**config.mk**
```make
export PLATFORM = sky130hd
export DESIGN_NAME = filter_mac_scheduler
export DESIGN_NICKNAME = d
export VERILOG_FILES = /design/src/rtl/filter_mac_scheduler.sv
export SDC_FILE = /design/constraint.sdc
export NUM_CORES = 1
export LEC_CHECK = 0
export CAP_MARGIN = 20
export CELL_PAD_IN_SITES_DETAIL_PLACEMENT = 1
export CELL_PAD_IN_SITES_GLOBAL_PLACEMENT = 2
export CORE_UTILIZATION = 33
export DETAILED_ROUTE_END_ITERATION = 6
export PLACE_DENSITY_LB_ADDON = 0.1
export SYNTH_ARGS = -nofsm -noshare
export SYNTH_HDL_FRONTEND = slang
export SYNTH_SLANG_ARGS = --single-unit
```
**constraint.sdc**
```tcl
create_clock -name clk -period 2.7 [get_ports clk]
set_input_delay 0.54 -clock clk [delete_from_list [all_inputs] [get_ports clk]]
set_output_delay 0.54 -clock clk [all_outputs]
set_load 0.005 [all_outputs]
```
**src/rtl/filter_mac_scheduler.sv**
```systemverilog
// Sequencer that time-shares one MAC across two channels (L/R) and three filters
// (LPF/BPF/HPF), producing tap/coef addresses, MAC controls and result-write strobes.
module filter_mac_scheduler #(
  parameter int N_TAPS  = 16,
  parameter int TAP_AW  = 4,
  parameter int MAC_LAT = 2
) (
  input  logic              clk,
  input  logic              reset,
  input  logic              shot_L,
  input  logic              shot_R,
  output logic [TAP_AW-1:0] tap_addr,
  output logic [TAP_AW+1:0] coef_addr,
  output logic [1:0]        filter_sel,
  output logic              chan_sel,
  output logic              mac_clear,
  output logic              mac_en,
  output logic              result_we,
  output logic              done_L,
  output logic              done_R,
  output logic              busy,
  output logic              overrun
);

  typedef enum logic [2:0] {IDLE, CLEAR, RUN, DRAIN, WRITE} state_t;

  localparam logic [TAP_AW-1:0] TAP_LAST = TAP_AW'(N_TAPS - 1);
  localparam logic [2:0]        LAT_LAST = 3'((MAC_LAT > 0) ? MAC_LAT - 1 : 0);

  state_t            state_reg, state_next;
  logic [TAP_AW-1:0] tap_reg, tap_next;
  logic [1:0]        filt_reg, filt_next;
  logic              chan_reg, chan_next;
  logic [2:0]        lat_reg, lat_next;
  logic [1:0]        shot_vec, pend_reg, pend_next, consume, drop;
  logic [1:0]        done_reg, done_next;
  logic              overrun_reg;
  logic              clear_reg, en_reg, we_reg, busy_reg;

  assign shot_vec = {shot_R, shot_L};

  // Per-channel request bookkeeping; index 0 = L, 1 = R.
  generate
    for (genvar gi = 0; gi < 2; gi++) begin : g_chan
      // A shot landing on the edge its pending job is taken is simply re-queued.
      assign drop[gi]      = shot_vec[gi] & pend_reg[gi] & ~consume[gi];
      assign pend_next[gi] = shot_vec[gi] | (pend_reg[gi] & ~consume[gi]);
      assign done_next[gi] = (state_reg == WRITE) && (filt_reg == 2'd2) &&
                             (chan_reg == 1'(gi));
    end
  endgenerate

  always_comb begin
    state_next = state_reg;
    tap_next   = tap_reg;
    filt_next  = filt_reg;
    chan_next  = chan_reg;
    lat_next   = lat_reg;
    consume    = 2'b00;
    case (state_reg)
      IDLE: begin
        if (pend_reg != 2'b00) begin
          state_next = CLEAR;
          filt_next  = 2'd0;
          chan_next  = ~pend_reg[0];
          consume    = pend_reg[0] ? 2'b01 : 2'b10;
        end
      end
      CLEAR: begin
        tap_next   = '0;
        state_next = RUN;
      end
      RUN: begin
        if (tap_reg == TAP_LAST) begin
          lat_next   = 3'd0;
          state_next = (MAC_LAT == 0) ? WRITE : DRAIN;
        end else begin
          tap_next = tap_reg + 1'b1;
        end
      end
      DRAIN: begin
        if (lat_reg == LAT_LAST) state_next = WRITE;
        else                     lat_next   = lat_reg + 3'd1;
      end
      WRITE: begin
        if (filt_reg != 2'd2) begin
          filt_next  = filt_reg + 2'd1;
          state_next = CLEAR;
        end else if (pend_reg[~chan_reg]) begin
          // Hand over straight to the other channel without passing through IDLE.
          chan_next  = ~chan_reg;
          filt_next  = 2'd0;
          state_next = CLEAR;
          consume    = chan_reg ? 2'b01 : 2'b10;
        end else begin
          state_next = IDLE;
        end
      end
      default: state_next = IDLE;
    endcase
  end

  always_ff @(posedge clk or negedge reset) begin
    if (!reset) begin
      state_reg   <= IDLE;
      tap_reg     <= '0;
      filt_reg    <= 2'd0;
      chan_reg    <= 1'b0;
      lat_reg     <= 3'd0;
      pend_reg    <= 2'b00;
      overrun_reg <= 1'b0;
      done_reg    <= 2'b00;
      clear_reg   <= 1'b0;
      en_reg      <= 1'b0;
      we_reg      <= 1'b0;
      busy_reg    <= 1'b0;
    end else begin
      state_reg   <= state_next;
      tap_reg     <= tap_next;
      filt_reg    <= filt_next;
      chan_reg    <= chan_next;
      lat_reg     <= lat_next;
      pend_reg    <= pend_next;
      overrun_reg <= overrun_reg | (|drop);
      done_reg    <= done_next;
      clear_reg   <= (state_next == CLEAR);
      en_reg      <= (state_next == RUN);
      we_reg      <= (state_next == WRITE);
      busy_reg    <= (state_next != IDLE);
    end
  end

  assign tap_addr   = tap_reg;
  assign coef_addr  = {filt_reg, tap_reg};
  assign filter_sel = filt_reg;
  assign chan_sel   = chan_reg;
  assign mac_clear  = clear_reg;
  assign mac_en     = en_reg;
  assign result_we  = we_reg;
  assign done_L     = done_reg[0];
  assign done_R     = done_reg[1];
  assign busy       = busy_reg;
  assign overrun    = overrun_reg;

endmodule

```
### Word level (Yosys, flattened, before mapping)

Index checks and enable logic that the tools add are counted.

| cells by class | value |
|---|---|
| $add $sub $neg | 3 |
| order comparisons | 1 |
| eq/ne operators | 18 |
| multiplexer cells | 27 |
| bitwise gates (word level) | 13 |
| reduce and logical (&&, ||, !) cells | 14 |

Operators by type and width:

| kind | number |
|---|---|
| 2-bit two-way mux | 8 |
| 3-bit two-way mux | 5 |
| 3-bit case mux with 5 select lines | 1 |
| 2-bit inequality test, second input constant | 6 |
| 3-bit by 1-bit == test with 1-bit output, second input constant | 3 |
| 3-bit by 2-bit == test with 1-bit output, second input constant | 3 |
| 2-bit case mux with 2 select lines | 2 |
| 4-bit case mux with 2 select lines | 1 |
| 2-bit nonzero test | 4 |
| 1-bit two-way mux | 7 |
| 1-bit AND | 6 |
| 3-bit == test, second input constant | 2 |
| 3-bit case mux with 2 select lines | 1 |
| 3-bit AND reduction | 2 |
| 4-bit by 1-bit adder with 4-bit output, second input constant | 1 |
| 4-bit == test, second input constant | 1 |
| 4-bit two-way mux | 1 |
| 1-bit inverter | 4 |
| 4-bit AND reduction | 1 |
| 3-bit by 1-bit adder with 3-bit output, second input constant | 1 |
| 1-bit logical AND | 3 |
| 3-bit zero test | 1 |
| 3-bit by 1-bit inequality test with 1-bit output, second input constant | 1 |
| 1-bit OR | 3 |
| 8 further kinds | 8 |

| storage, ports and cells | value |
|---|---|
| bits in registers | 22 |
| output and inout bits | 20 |

### Logic depth before layout (Yosys ltp)

Gate-level depths: netlist of run 1.

| depth | value |
|---|---|
| word-level depth | 10 |
| mapped depth | 6 |

### Least setup slack after synthesis of run 1

Ideal clock, no wire load.

| timing | value |
|---|---|
| path kind | register to register |
| start point | register tap_reg[0] (netlist: tap_addr[0]) |
| end point | register tap_reg[1] (netlist: tap_addr[1]) |
| library setup time | 0.066 ns |
| arrival time | 1.374 ns |
| data required time | 2.634 ns |
| path slack | 1.260 ns |
| cell stages (with the launch flop) | 6 |
| path buffers | 0 |
| cell sequence | dfrtp_1 -> ha_1 -> nand3_1 -> or3b_1 -> o21ai_1 -> a22o_1 |

| on the way | value |
|---|---|
| word-level cells in the longest chain between the ends | 3 |
| elaborated cells on any way between the ends | 6 |

Ends and longest elaborated chain:

| item | line | source |
|---|---|---|
| start, declared | 31 | `logic [TAP_AW-1:0] tap_reg, tap_next;` |
| start signal, assigned | 119 | `tap_reg <= tap_next;` |
| 4-bit by 1-bit adder with 4-bit output / 4-bit == test (equally long branches) | 78, 74 |  |
| 4-bit two-way mux / 2-bit inequality test (equally long branches) | n/a |  |
| 4-bit case mux with 2 select lines / 2-bit AND reduction (equally long branches) | n/a |  |

Several ways; a longest one is shown, not always the timed one. The select of a mux whose other input is x is not followed.
A chain may end at the register's enable or synchronous reset.

### Worst setup path after layout of run 1

| timing | value |
|---|---|
| start point | register tap_reg[3] (netlist: tap_addr[3]) |
| end point | output coef_addr[3] |

RTL lines:

| item | line | source |
|---|---|---|
| end, declared | 13 | `output logic [TAP_AW+1:0] coef_addr,` |

No word-level cell between the ends.

==> metrics.txt, run 1 <==
# TYPE chip_impl_metric gauge
chip_impl_metric{name="r2r_cells",unit=""} 5
chip_impl_metric{name="critical_path_required",unit="ns"} 2.16
chip_impl_metric{name="fp.coreArea",unit="µm²"} 3100
chip_impl_metric{name="drc",unit=""} 0
chip_impl_metric{name="worst_slack",unit="ns"} 0.805
chip_impl_info{name="critPathSlowestCell",value="clkdlybuf4s50_1"} 1
chip_impl_metric{name="drv_slew",unit=""} 0
chip_impl_metric{name="synth_xor_xnor_area_share",unit="%"} 0.805
chip_impl_metric{name="maxCapViolations",unit=""} 0
chip_impl_metric{name="largest_register_ffs",unit=""} 4
chip_impl_metric{name="timing.critical_path.arrival",unit="ns"} 1.36
chip_impl_metric{name="yosysWarningCount",unit=""} 0
chip_impl_info{name="grt_setup_unrepaired",value="no"} 1
chip_impl_metric{name="routed_wl",unit="µm"} 2220
chip_impl_metric{name="areaGrowthSynthToFinish",unit="%"} 25.2
chip_impl_metric{name="port_buffers",unit=""} 23
chip_impl_metric{name="fmax",unit="MHz"} 528
chip_impl_metric{name="average_cell_area_after_synthesis",unit="µm²"} 10.2
chip_impl_info{name="clockRootBuffer",value="clkbuf_4"} 1
chip_impl_metric{name="synthesis.instances",unit=""} 107
chip_impl_metric{name="fp.dieW",unit="µm"} 59.4
chip_impl_info{name="holdCritPathClass",value="flip-flop to flip-flop"} 1
chip_impl_metric{name="yosysSeqAreaShare",unit="%"} 50.6
chip_impl_metric{name="postPlaceCellArea",unit="µm²"} 1330
chip_impl_info{name="path_cells",value="clkdlybuf4s50_1"} 1
chip_impl_metric{name="sequentialPowerShare",unit="%"} 62.4
chip_impl_metric{name="num-nets-final",unit=""} 135
chip_impl_metric{name="antenna_violations_before_repair",unit=""} 0
chip_impl_metric{name="synth.cell_area",unit="µm²"} 1090
chip_impl_metric{name="place.detailed.hpwl",unit="µm"} 1600
chip_impl_info{name="synth_top_cells_by_area",value="dfrtp_1, buf_4, nand2_1, ha_1, inv_1"} 1
chip_impl_metric{name="detail_route.vias_per_cell",unit=""} 4.93
chip_impl_metric{name="grt_pass1_vias",unit=""} 815
chip_impl_metric{name="hold-path-cell-count",unit=""} 1
chip_impl_metric{name="floorplan.die.height",unit="µm"} 59.4
chip_impl_metric{name="tritoncts_num_sinks",unit=""} 22
chip_impl_metric{name="synthDistinctLibCells",unit=""} 39
chip_impl_metric{name="floorplan.die_area",unit="µm²"} 3530
chip_impl_metric{name="crit_path_max_fanout",unit=""} 8
chip_impl_metric{name="cts_hold_repair.buffers",unit=""} 0
chip_impl_metric{name="post_cts.resized_instances",unit=""} 0
chip_impl_metric{name="setup_viol_count_final",unit=""} 0
chip_impl_metric{name="post_route_cells_drive_above_1_share",unit="%"} 7.09
chip_impl_metric{name="timing.critical_path.buf_inv",unit=""} 1
chip_impl_metric{name="synth_top_area_share",unit="%"} 50.6
chip_impl_metric{name="post-cts-setup-buffers",unit=""} 0
chip_impl_info{name="category_of_the_worst_setup_path_launch_point",value="flip-flop"} 1
chip_impl_metric{name="grt_util_all_layers",unit="%"} 14.8
chip_impl_metric{name="sw_frac_of_total",unit="%"} 21.0
chip_impl_metric{name="relSlewSlack",unit="%"} 73.2
chip_impl_metric{name="place_worst_setup_slack",unit="ns"} 1.16
chip_impl_metric{name="worst_path_largest_cell_delay",unit="ns"} 0.55
chip_impl_metric{name="max-vdd-ir-drop",unit="mV"} 0.182
chip_impl_metric{name="multiplexer_fraction_of_the_synthesized_cell_area",unit="%"} 1.84
chip_impl_metric{name="report.final.hold_viol_count",unit=""} 0
chip_impl_metric{name="dp_cells",unit=""} 167
chip_impl_metric{name="holdWs",unit="ns"} 0.525
chip_impl_metric{name="clk_pin_slew",unit="ns"} 0.13
chip_impl_metric{name="ys_seq_elements",unit=""} 22
chip_impl_metric{name="area_fraction_in_compound_gates_after_synthesis",unit="%"} 14.1
chip_impl_info{name="synthDominantAreaCellType",value="dfrtp_1"} 1
chip_impl_info{name="tritoncts",value="built"} 1
chip_impl_info{name="cp_top_family",value="buffers and inverters"} 1
chip_impl_metric{name="clock_tree.htree_level_count",unit=""} 1
chip_impl_metric{name="io_pins",unit=""} 24
chip_impl_metric{name="cts_buffer_depth",unit=""} 2
chip_impl_metric{name="number_of_cells_on_the_critical_path",unit=""} 1
chip_impl_metric{name="final_core_utilization",unit="%"} 43.9
chip_impl_metric{name="syn-num-nets",unit=""} 114
chip_impl_metric{name="leakage",unit="nW"} 0.609
chip_impl_metric{name="skew",unit="ns"} 0.0171
chip_impl_metric{name="postRouteAntennaNets",unit=""} 0
chip_impl_metric{name="post_synth_and_or_nand_nor_area_fraction",unit="%"} 21.7
chip_impl_metric{name="post_layout_instance_area",unit="µm²"} 1360
chip_impl_metric{name="clock_latency",unit="ns"} 0.32
chip_impl_metric{name="num-fill-cells",unit=""} 371
chip_impl_metric{name="synth_fa_ha_area_share",unit="%"} 3.45
chip_impl_metric{name="layoutNonFillerInstCount",unit=""} 171
chip_impl_metric{name="post-route-period-util",unit="%"} 70.2
chip_impl_metric{name="num_vias",unit=""} 843
chip_impl_metric{name="starting_density",unit="%"} 35.1
chip_impl_info{name="criticalPathCategory",value="flip-flop to primary output"} 1
chip_impl_metric{name="routedWlPerCell",unit="µm"} 13.0
chip_impl_metric{name="drtIter0Drc",unit=""} 20
chip_impl_metric{name="power_density",unit="nW/µm²"} 388
chip_impl_metric{name="power_report.internal_total",unit="µW"} 417
chip_impl_metric{name="finalWeightedCongestion",unit=""} 0.670
chip_impl_metric{name="p_total",unit="µW"} 528
chip_impl_info{name="crit_path_end_kind",value="primary output"} 1
chip_impl_metric{name="grt_max_degree",unit=""} 23
chip_impl_metric{name="placement_rows",unit=""} 20
chip_impl_metric{name="minimum_clock_period_after_layout",unit="ns"} 1.90
chip_impl_metric{name="dr.pass1.iters",unit=""} 2
chip_impl_metric{name="clock_power_share",unit="%"} 35.2
chip_impl_metric{name="power.net_switching",unit="µW"} 111
chip_impl_info{name="outcome",value="completed"} 1
chip_impl_metric{name="comb_power_share",unit="%"} 2.4
chip_impl_metric{name="overflow",unit=""} 0
chip_impl_metric{name="total_clock_buffers_created_by_cts",unit=""} 3
chip_impl_metric{name="global_route_wire_length_before_repair",unit="µm"} 3860
chip_impl_metric{name="final.setup.tns",unit="ns"} 0
chip_impl_info{name="largest_family_of_logic_cells_by_synthesized_area",value="simple AND/OR/NAND/NOR gates"} 1
chip_impl_metric{name="worst_pin_slew",unit="ns"} 0.402
chip_impl_metric{name="num_antenna_cells",unit=""} 0
-- kinds of logic (layout without fill, tap and decap cells) --
group,after synthesis,in the layout
AOI/OAI and AO/OA,24,24
DFF,22,22
xor gates and xnor gates,1,1
buffers and inverters,15,35
muxes,2,2
adders and majority gates,3,3
and+or+nand+nor,40,40
-- synthesized netlist by cell type (all sizes together) --
cell type / n
and4b: 1
nand3: 2
nor2b: 3
o22ai: 1
dfrtp: 22
and4: 1
and2b: 1
inv: 7
a211oi: 1
and3: 3
o21bai: 1
or3b: 1
or2: 1
a21o: 1
nor3b: 1
nand2b: 3
a31oi: 2
a21oi: 4
o31ai: 2
nor2: 4
nand2: 12
nor3: 3
xor2: 1
a22o: 2
nor4bb: 1
a41oi: 1
o211ai: 1
a31o: 1
ha: 3
mux2i: 2
and2: 1
o21ai: 7
nand4: 2
buf: 8
-- area by class of cell --
cell class | count | area, µm² | share of cell area (%)
flip-flops and latches | 22 | 551 | 40.4
multi-input cells | 70 | 457 | 33.5
repair buffers | 24 | 238 | 17.4
well taps | 44 | 55.1 | 4.04
clock buffers | 4 | 36.3 | 2.66
inverters | 7 | 26.3 | 1.93
-- final timing paths --
kind	end	slack (ns)	startpoint
min in group asynchronous	mac_clear	0.56	reset
worst max register to register	tap_addr[1]	1.12	tap_addr[0]
worst min-delay path	lat_reg[0]	0.53	lat_reg[0]
worst max-delay path	coef_addr[3]	0.80	tap_addr[3]
worst min register to register	lat_reg[0]	0.53	lat_reg[0]
max in group asynchronous	pend_reg[0]	1.90	reset
-- metal layers --
layer | track usage (%) | vias to the layer above | share of wire (%)
li1 | - | 409 | -
met1 | 21.4 | 415 | 52
met2 | 21.2 | 15 | 43
met3 | 2.62 | 4 | 2.8
met4 | 7.14 | 0 | 1.9
met5 | 0 | - | 0
-- power groups by stage --
stage / registers, mW / clock network (mW) / logic [mW]
3_3_place_gp: 0.336 / 0 / 0.0132
4_1_cts: 0.329 / 0.197 / 0.0137
3_5_place_dp: 0.336 / 0 / 0.0136
6_report: 0.329 / 0.186 / 0.0127
5_1_grt: 0.330 / 0.209 / 0.0148
2_1_floorplan: 0.336 / 0 / 0.000678
-- placed cells by master, fill, tap and decap left out, types with 3 or more instances in the layout --
cell	netlist	final
clkdlybuf4s50_1	0	23
a21oi_1	4	4
dfrtp_1	22	22
clkbuf_4	0	3
inv_1	7	7
o21ai_1	4	4
nor3_1	3	3
nand2_1	12	12
nor2b_1	3	3
ha_1	3	3
nor2_1	3	3
and3_1	3	3
o21ai_0	3	3
-- worst register-to-register path, delay by kind of cell (launching register included) --
kind                       cells  cell delay [ns]
AOI/OAI and AO/OA              2             0.28
adders and majority gates      1             0.27
DFF                            1             0.48
and+or+nand+nor                2             0.51
(Power assumes the default switching activity.)
==> run 2, diff against run 1 <==
--- a/config.mk
+++ b/config.mk
@@ -8,7 +8,7 @@
 export CAP_MARGIN = 20
 export CELL_PAD_IN_SITES_DETAIL_PLACEMENT = 1
 export CELL_PAD_IN_SITES_GLOBAL_PLACEMENT = 2
-export CORE_UTILIZATION = 33
+export CORE_UTILIZATION = 27
 export DETAILED_ROUTE_END_ITERATION = 6
 export PLACE_DENSITY_LB_ADDON = 0.1
 export SYNTH_ARGS = -nofsm -noshare
==> constraint.sdc (replaced) <==
create_clock -name clk -period 1.65 [get_ports clk]
set_input_delay 0.33 -clock clk [delete_from_list [all_inputs] [get_ports clk]]
set_output_delay 0.33 -clock clk [all_outputs]
set_load 0.005 [all_outputs]
==> run 2 against run 1 <==
Worst setup slack worse by 0.74 ns. Sequential power grew 64%. Register-to-register slack worse by 0.99 ns. Die area rose by 21%. Clock skew decreased by 0.013 ns. First-iteration DRC count decreased by 5.0%. Final cell count is 4.1% higher. Critical path depth rose by 1. Routed wire length increased by 7.7%. Count of clock-buffer cells in the layout is the same. Core utilization decreased by 6.3 points.
==> metrics.txt, run 2 (synthesis gave the netlist of run 1 again) <==
# TYPE chip_impl_metric gauge
chip_impl_metric{name="routed_wl",unit="µm"} 2390
chip_impl_metric{name="clock_tree.htree_level_count",unit=""} 1
chip_impl_metric{name="total_clock_buffers_created_by_cts",unit=""} 3
chip_impl_metric{name="grt_util_all_layers",unit="%"} 13.5
chip_impl_metric{name="leakage",unit="nW"} 0.628
chip_impl_info{name="worst_r2r_endpoint",value="tap_addr[1]"} 1
chip_impl_metric{name="worst_slack",unit="ns"} 0.0636
chip_impl_metric{name="timing.critical_path.buf_inv",unit=""} 2
chip_impl_metric{name="relSlewSlack",unit="%"} 71.9
chip_impl_metric{name="tritoncts_num_sinks",unit=""} 22
chip_impl_metric{name="grt_max_degree",unit=""} 23
chip_impl_metric{name="fmax",unit="MHz"} 630
chip_impl_metric{name="detail_route.vias_per_cell",unit=""} 4.80
chip_impl_info{name="category_of_the_worst_setup_path_launch_point",value="flip-flop"} 1
chip_impl_metric{name="final.setup.tns",unit="ns"} 0
chip_impl_metric{name="grt_pass1_vias",unit=""} 885
chip_impl_metric{name="maxCapViolations",unit=""} 0
chip_impl_metric{name="areaGrowthSynthToFinish",unit="%"} 30.3
chip_impl_metric{name="clock_latency",unit="ns"} 0.27
chip_impl_metric{name="floorplan.die.height",unit="µm"} 65.5
chip_impl_metric{name="worst_pin_slew",unit="ns"} 0.422
chip_impl_info{name="clockRootBuffer",value="clkbuf_8"} 1
chip_impl_metric{name="fp.coreArea",unit="µm²"} 3770
chip_impl_info{name="path_cells",value="buf_6 -> clkdlybuf4s50_1"} 1
chip_impl_metric{name="num_vias",unit=""} 855
chip_impl_info{name="tritoncts",value="built"} 1
chip_impl_metric{name="max-vdd-ir-drop",unit="mV"} 0.239
chip_impl_metric{name="timing.critical_path.arrival",unit="ns"} 1.26
chip_impl_metric{name="setup_viol_count_final",unit=""} 0
chip_impl_metric{name="dr.pass1.iters",unit=""} 4
chip_impl_metric{name="r2r_cells",unit=""} 5
chip_impl_metric{name="num-fill-cells",unit=""} 431
chip_impl_metric{name="num_antenna_cells",unit=""} 0
chip_impl_metric{name="skew",unit="ns"} 0.00402
chip_impl_metric{name="critical_path_required",unit="ns"} 1.32
chip_impl_metric{name="fp.dieW",unit="µm"} 65.5
chip_impl_metric{name="power_density",unit="nW/µm²"} 677
chip_impl_info{name="cp_top_family",value="buffers and inverters"} 1
chip_impl_metric{name="crit_path_max_fanout",unit=""} 6
chip_impl_metric{name="report.final.hold_viol_count",unit=""} 0
chip_impl_metric{name="place.detailed.hpwl",unit="µm"} 1700
chip_impl_metric{name="minimum_clock_period_after_layout",unit="ns"} 1.59
chip_impl_info{name="crit_path_end_kind",value="primary output"} 1
chip_impl_info{name="critPathSlowestCell",value="clkdlybuf4s50_1"} 1
chip_impl_info{name="outcome",value="completed"} 1
chip_impl_info{name="holdCritPathClass",value="input port to asynchronous set/reset pin"} 1
chip_impl_metric{name="drtIter0Drc",unit=""} 19
chip_impl_metric{name="postRouteAntennaNets",unit=""} 0
chip_impl_metric{name="routedWlPerCell",unit="µm"} 13.4
chip_impl_metric{name="post_route_cells_drive_above_1_share",unit="%"} 13.1
chip_impl_info{name="grt_setup_unrepaired",value="no"} 1
chip_impl_metric{name="port_buffers",unit=""} 23
chip_impl_info{name="most_frequent_cells_in_the_layout",value="clkdlybuf4s50_1, dfrtp_1, nand2_1"} 1
chip_impl_metric{name="finalWeightedCongestion",unit=""} 0.774
chip_impl_metric{name="cts_buffer_depth",unit=""} 2
chip_impl_metric{name="num-nets-final",unit=""} 138
chip_impl_metric{name="placement_rows",unit=""} 22
chip_impl_metric{name="io_pins",unit=""} 24
chip_impl_metric{name="global_route_wire_length_before_repair",unit="µm"} 4270
chip_impl_metric{name="drc",unit=""} 0
chip_impl_metric{name="setup.reg_to_reg.worst_slack",unit="ns"} 0.13
chip_impl_metric{name="antenna_violations_before_repair",unit=""} 0
chip_impl_metric{name="largest_register_ffs",unit=""} 4
chip_impl_metric{name="cts_hold_repair.buffers",unit=""} 0
chip_impl_metric{name="starting_density",unit="%"} 28.9
chip_impl_metric{name="p_total",unit="µW"} 961
chip_impl_metric{name="postPlaceCellArea",unit="µm²"} 1350
chip_impl_info{name="r2r-start",value="tap_addr[1]"} 1
chip_impl_metric{name="floorplan.die_area",unit="µm²"} 4290
chip_impl_metric{name="place_worst_setup_slack",unit="ns"} 0.149
chip_impl_metric{name="overflow",unit=""} 0
chip_impl_metric{name="clk_pin_slew",unit="ns"} 0.08
chip_impl_metric{name="worst_path_largest_cell_delay",unit="ns"} 0.49
chip_impl_metric{name="post_layout_instance_area",unit="µm²"} 1420
chip_impl_metric{name="post-route-period-util",unit="%"} 96.1
chip_impl_info{name="criticalPathCategory",value="flip-flop to primary output"} 1
chip_impl_metric{name="drv_slew",unit=""} 0
chip_impl_info{name="layout.cells.most_common",value="clkdlybuf4s50_1"} 1
run 2: changes by cell type in the layout (fill, tap and decap cells not counted):
cell / before / now
buf_6: 0 / 1
dfrtp_1: 22 / 17
clkbuf_8: 1 / 4
buf_4: 1 / 3
clkbuf_4: 3 / 0
dfrtp_2: 0 / 5
run 2: final cells by class:
type | count | area [µm²] | share of cell area, %
well taps | 48 | 60.1 | 4.23
flip-flops and latches | 22 | 557 | 39.2
clock buffers | 4 | 55.1 | 3.88
repair buffers | 27 | 264 | 18.6
multi-input cells | 70 | 457 | 32.2
inverters | 7 | 26.3 | 1.85
run 2: where the power goes:
part / switching (mW) / internal [mW] / leakage (nW) / total (mW)
logic: 0.0122 / 0.00834 / 0.352 / 0.0206
registers: 0.000000000000000232 / 0.538 / 0.247 / 0.538
clock network: 0.188 / 0.213 / 0.0288 / 0.402
run 2: per-layer routing:
| metal | vias up | wire length [µm] | track usage [%] |
|---|---|---|---|
| met1 | 418 | 1230 | 18.7 |
| met3 | 5 | 89 | 3.13 |
| met2 | 17 | 1010 | 19.2 |
| li1 | 415 | - | - |
| met5 | - | 0 | 0 |
| met4 | 0 | 60 | 7.34 |
run 2: worst max-delay path by stage:
| stage | from | to | slack, ns | depth (start not counted) |
|---|---|---|---|---|
| floorplan | tap_addr[0] | tap_addr[1] | 0.21 | 5 |
| global placement | tap_addr[1] | tap_addr[1] | 0.20 | 5 |
| detailed placement | tap_addr[1] | tap_addr[1] | 0.15 | 5 |
| CTS | filter_sel[0] | filter_sel[0] | 0.005 | 1 |
| global route | tap_addr[0] | tap_addr[0] | 0.01 | 2 |
| finish | tap_addr[0] | coef_addr[0] | 0.06 | 2 |
run 2: repair_timing:
item | in CTS | in global routing
cloned | 0 | 0
endpoints found under the setup margin | 2 | 8
gates resized for setup | 1 | 5
setup buffers | 0 | 0
run 2: stage by stage:
stage               hold slack, ns  std cells  util [%]
floorplan                   0.0344        107         -
global placement             0.500        174      35.9
detailed placement           0.498        174      35.9
CTS                          0.417        178      37.4
global route                 0.442        178      37.6
finish                       0.403        178      37.6
==> run 3, diff against run 2 <==
--- a/config.mk
+++ b/config.mk
@@ -9,6 +9,7 @@
 export CELL_PAD_IN_SITES_DETAIL_PLACEMENT = 1
 export CELL_PAD_IN_SITES_GLOBAL_PLACEMENT = 2
 export CORE_UTILIZATION = 27
+export CTS_CLUSTER_DIAMETER = 30
 export DETAILED_ROUTE_END_ITERATION = 6
 export PLACE_DENSITY_LB_ADDON = 0.1
 export SYNTH_ARGS = -nofsm -noshare
==> results of run 3 <==
No change in the layout: final DEF, timing and power equal those of run 2.
